==> src/rtl/arb_pkg.sv <==
// Shared types and the rotating-priority search used by the 4-way round-robin arbiter.
package arb_pkg;

  localparam int NUM_REQ = 4;
  localparam int IDX_W   = 2;

  typedef enum logic {IDLE, GRANT} arb_state_t;

  typedef struct packed {
    logic             found;
    logic [IDX_W-1:0] idx;
  } pick_t;

  // First unmasked requester at or after ptr, wrapping modulo NUM_REQ.
  function automatic pick_t rr_pick(input logic [NUM_REQ-1:0] req,
                                    input logic [IDX_W-1:0]   ptr,
                                    input logic [NUM_REQ-1:0] mask);
    pick_t              res;
    logic [NUM_REQ-1:0] cand;
    logic [IDX_W-1:0]   idx;
    res.found = 1'b0;
    res.idx   = {IDX_W{1'b0}};
    cand      = req & ~mask;
    // Walk from the farthest offset down so the nearest candidate wins last.
    for (int k = NUM_REQ - 1; k >= 0; k--) begin
      idx = ptr + IDX_W'(k);
      if (cand[idx]) begin
        res.found = 1'b1;
        res.idx   = idx;
      end else begin
        res = res;
      end
    end
    return res;
  endfunction

endpackage

==> src/rtl/dec2to4.sv <==
// 2-to-4 one-hot decoder with enable; drives the shared-resource select lines.
module dec2to4
  import arb_pkg::*;
(
  input  logic [IDX_W-1:0]   idx,
  input  logic               en,
  output logic [NUM_REQ-1:0] onehot
);

  // Decode the index, forcing all-zero when disabled.
  always_comb begin
    onehot = 4'b0000;
    if (en) begin
      case (idx)
        2'd0:    onehot = 4'b0001;
        2'd1:    onehot = 4'b0010;
        2'd2:    onehot = 4'b0100;
        2'd3:    onehot = 4'b1000;
        default: onehot = 4'b0000;
      endcase
    end else begin
      onehot = 4'b0000;
    end
  end

endmodule

==> src/rtl/rr_arbiter4.sv <==
// Four-requester round-robin arbiter with an optional per-grant hold limit.
module rr_arbiter4
  import arb_pkg::*;
#(
  parameter int HOLD_MAX = 16
) (
  input  logic               clk,
  input  logic               rst_n,
  input  logic [NUM_REQ-1:0] req,
  output logic [NUM_REQ-1:0] grant,
  output logic [IDX_W-1:0]   grant_idx,
  output logic               grant_valid,
  output logic               timeout
);

  localparam int CNT_W = (HOLD_MAX < 1) ? 1 : $clog2(HOLD_MAX + 1);
  localparam logic [CNT_W-1:0] CNT_ONE = CNT_W'(1);
  localparam logic [CNT_W-1:0] CNT_SAT = {CNT_W{1'b1}};
  localparam logic [CNT_W-1:0] CNT_LIM = CNT_W'(HOLD_MAX);

  arb_state_t         state_r;
  logic [IDX_W-1:0]   ptr_r;
  logic [IDX_W-1:0]   idx_r;
  logic [CNT_W-1:0]   cnt_r;
  logic               timeout_r;

  pick_t              idle_pick_s;
  pick_t              hand_pick_s;
  logic [IDX_W-1:0]   hand_ptr_s;
  logic [NUM_REQ-1:0] own_mask_s;
  logic               keep_s;

  // Candidate winners for a fresh grant from IDLE and for a handoff away from the grantee.
  always_comb begin
    hand_ptr_s  = idx_r + 2'd1;
    own_mask_s  = 4'b0001 << idx_r;
    idle_pick_s = rr_pick(req, ptr_r, 4'b0000);
    hand_pick_s = rr_pick(req, hand_ptr_s, own_mask_s);
    if (HOLD_MAX == 0) begin
      keep_s = req[idx_r];
    end else begin
      keep_s = req[idx_r] && (cnt_r < CNT_LIM);
    end
  end

  // Arbitration state machine; a dropped request and an expired hold share one handoff path.
  always_ff @(posedge clk) begin
    if (!rst_n) begin
      state_r   <= IDLE;
      ptr_r     <= 2'd0;
      idx_r     <= 2'd0;
      cnt_r     <= {CNT_W{1'b0}};
      timeout_r <= 1'b0;
    end else begin
      timeout_r <= 1'b0;
      case (state_r)
        IDLE: begin
          if (idle_pick_s.found) begin
            state_r <= GRANT;
            idx_r   <= idle_pick_s.idx;
            cnt_r   <= CNT_ONE;
          end else begin
            state_r <= IDLE;
          end
        end
        GRANT: begin
          if (keep_s) begin
            if (cnt_r != CNT_SAT) begin
              cnt_r <= cnt_r + CNT_ONE;
            end else begin
              cnt_r <= cnt_r;
            end
          end else begin
            ptr_r     <= hand_ptr_s;
            timeout_r <= req[idx_r];
            if (hand_pick_s.found) begin
              state_r <= GRANT;
              idx_r   <= hand_pick_s.idx;
              cnt_r   <= CNT_ONE;
            end else begin
              state_r <= IDLE;
              cnt_r   <= {CNT_W{1'b0}};
            end
          end
        end
        default: begin
          state_r <= IDLE;
          cnt_r   <= {CNT_W{1'b0}};
        end
      endcase
    end
  end

  assign grant_valid = (state_r == GRANT);
  assign grant_idx   = idx_r;
  assign timeout     = timeout_r;

  dec2to4 u_dec (
    .idx    (idx_r),
    .en     (grant_valid),
    .onehot (grant)
  );

endmodule

==> config.mk <==
export PLATFORM = sky130hd
export DESIGN_NAME = rr_arbiter4
export DESIGN_NICKNAME = d
export VERILOG_FILES = /design/src/rtl/arb_pkg.sv /design/src/rtl/dec2to4.sv /design/src/rtl/rr_arbiter4.sv
export SDC_FILE = /design/constraint.sdc
export NUM_CORES = 1
export LEC_CHECK = 0
export ABC_AREA = 1
export CAP_MARGIN = 10
export CORE_UTILIZATION = 55
export DETAILED_ROUTE_END_ITERATION = 16
export PLACE_DENSITY = 0.82
export SLEW_MARGIN = 5
export SYNTH_ARGS = -nofsm -noshare
export SYNTH_HDL_FRONTEND = slang
export SYNTH_SLANG_ARGS = --single-unit
export TNS_END_PERCENT = 30
==> constraint.sdc <==
create_clock -name clk -period 4.38 [get_ports clk]
set_input_delay 0.876 -clock clk [delete_from_list [all_inputs] [get_ports clk]]
set_output_delay 0.876 -clock clk [all_outputs]
set_load 0.1 [all_outputs]
==> metrics.yaml <==
outcome:
  status: "finished clean"
timing:
  fin_crit_ns: 3.32
  hold_viol_final: 0
  fin_skew_ns: 0.00127
  slew_headroom_pct: 35.2
  period_share_pct: 75.8
  max_freq_mhz: 301
  setup_viol_count_final: 0
  slew_violations: 0
  fin_ws_ns: 1.06
  worst_pin_slew_ns: 0.970
  rsz0062_at_grt: "false"
  tns_ns: 0
finish:
  layout.nets: 228
  seq_area_um2: 220
  final_layout_size_suffix_gt1_share_pct: 13.7
  antenna_cells: 0
  area_delta_synth_final_pct: 11.1
  nFillCells: 176
  multiInputGateArea_um2: 803
clock_tree:
  h-tree-depth: 1
  clk_latency_ns: 0.26
  cts_made_buffers: 3
  path_clk_slew_ns: 0.06
  cts_tree: "yes"
  hold_buffers: 0
  cts_setup_buffers: 0
  cts_root_buf: "clkbuf_4"
  cts-resized-gates: 0
  clock-sinks: 11
  cts_max_path_buffers: 2
worst_setup_path:
  cp_top_family: "buffers and inverters"
  crit_path_start_kind: "register"
  critPathArrivalTime_ns: 2.44
  crit_required_ns: 3.50
  crit_type: "reg -> out"
  path_cells: "ha_1 > nand2_1 > inv_1 > clkdlybuf4s50_1"
  cpMaxStageDelayCell: "clkdlybuf4s50_1"
  crit_path_max_incr_delay_ns: 1.12
  worstPathBufferInverterCount: 2
  path_max_fanout: 13
  worstSetupEndpointType: "output pin"
detailed_routing:
  avgRoutedWirePerCell_um: 10.7
  vias: 1222
  m1WireLength_mm: 1.17
  met3_length_um: 105
  drc: 0
  viasPerCell: 5.11
  finalWirelength_mm: 2.56
  wl_met2_mm: 1.26
  drtIter0Drc: 30
  dr.max_layer_used: "met4"
  drtPass1Iterations: 4
  antenna_left: 0
power_and_ir_drop:
  combPwrFrac_pct: 73.5
  seq_power_share_pct: 19.4
  power.density_nw_per_um2: 714
  power.internal_mw: 0.374
  leakagePower_nw: 0.720
  peakVddDrop_mv: 0.558
  p_switching_mw: 0.580
  p_sw_share_pct: 60.8
  clock_power_share_pct: 7.0
global_route:
  overflow: 0
  grt_max_degree: 15
  grt_usage_pct: 23.4
  grt_pass1_vias: 1090
  grt_pass1_wl_mm: 4.44
  antenna_found_initial: 0
yosys:
  synth_top_cell_by_area: "nand2_1"
  synth_cell_types: 26
  yosysMostFrequentCell: "nand2_1"
  syn_inst: 199
  synth_top_cells_by_count: "nand2_1, inv_1, nand3_1"
  synth-edff-count: 0
  synthTopCellsByArea: "nand2_1, dfxtp_1, ha_1, nand3_1, inv_1"
  syn_avg_cell_area_um2: 6.04
  ys.flop_type: "dfxtp_1"
  synth.top_cell.area_share_pct: 21.9
  ys_seq_elements: 11
  synth_nets: 214
  seq_area_frac_synth_pct: 18.3
  async_flop_share_pct: 0
  ys_warn_count: 0
  netlist_area_um2: 1200
placement:
  post-place-ws_ns: 1.34
  port_buffers: 13
  gp_congestion: 0.950
  dp.final_hpwl_mm: 2.05
hold_path:
  hold_path_class: "reg -> reg"
floorplanning:
  rows: 16
  pin_count: 14
  die_area_um2: 2370
  initial_core_util_pct: 60.0
  die_height_um: 48.7
  die_x_um: 48.7
  core_um2: 2000
flow_run:
  cap_violations: 0
## kinds of logic (layout without fill, tap and decap cells)
| group | Yosys count | in the layout | synth area share (%) |
|---|---|---|---|
| AOI/OAI and AO/OA | 23 | 23 | 10.0 |
| xor gates and xnor gates | 2 | 2 | 1.46 |
| adders and majority gates | 9 | 9 | 9.38 |
| buffers and inverters | 33 | 46 | 14.8 |
| DFF | 11 | 11 | 18.3 |
| and+or+nand+nor | 121 | 121 | 46.0 |
## metal layers
layer	vias up	GRT usage, %
met5	-	0
met4	0	5.88
met3	4	3.46
met2	31	42.6
met1	536	28.3
li1	651	-
## registers in the layout (all words and copies together), names as in the netlist
register     flops
cnt_r            5
grant_idx        2
grant_valid      1
ptr_r            2
timeout          1
## worst min-delay path, stage by stage, from the launching register on
cell and delay [ns]:
dfxtp_1 0.34, nand2_2 0.08, a21oi_2 0.04
## final timing paths
kind	startpoint	endpoint	slack [ns]	depth (start not counted)
worst min register to register	cnt_r[3]	cnt_r[3]	0.50	2
worst max register to register	grant_idx[0]	grant_idx[0]	2.16	14
worst min-delay path	cnt_r[3]	cnt_r[3]	0.50	2
worst max-delay path	grant_idx[0]	grant[1]	1.06	4
## metrics by stage
step / cells / cell area [um^2] / utilization (%) / hold slack, ns / power (mW)
after detailed placement: 235 / 1310 / 65.4 / 0.477 / 0.881
after floorplan: 199 / 1200 / - / 0.463 / 0.774
after CTS: 239 / 1340 / 66.7 / 0.494 / 0.953
final: 239 / 1340 / 66.7 / 0.496 / 0.954
after global placement: 235 / 1310 / 65.4 / 0.485 / 0.869
after global routing: 239 / 1340 / 66.7 / 0.511 / 1.05
## power groups by stage
stage                     sequential, mW  combinational (mW)  clock (mW)
final                              0.185               0.701      0.0670
after global routing               0.192               0.784      0.0738
after CTS                          0.184               0.699      0.0699
after detailed placement           0.187               0.694           0
after global placement             0.185               0.685           0
after floorplan                    0.247               0.527           0
## placed cells by master (no fill, tap or decap)
cell	count
a21oi_1	10
a21oi_2	1
a31oi_1	1
and3_1	1
clkbuf_1	1
clkbuf_4	3
clkdlybuf4s50_1	13
clkinv_4	1
dfxtp_1	11
ha_1	9
inv_1	23
inv_2	3
inv_4	1
inv_6	1
nand2_1	70
nand2_2	13
nand2_4	1
nand3_1	18
nand3_2	3
nor2_1	10
nor2_2	1
nor2_4	1
nor3_1	2
o21ai_0	11
or3_1	1
xor2_1	2
## layout make-up
class,instances,share of cell area (%)
clock buffer,4,1.97
inverter,29,9.09
multi-input combinational,155,60.2
sequential,11,16.5
tap,27,2.53
timing repair buffer,13,9.75
No activity file was read; power rests on OpenSTA's default activity.
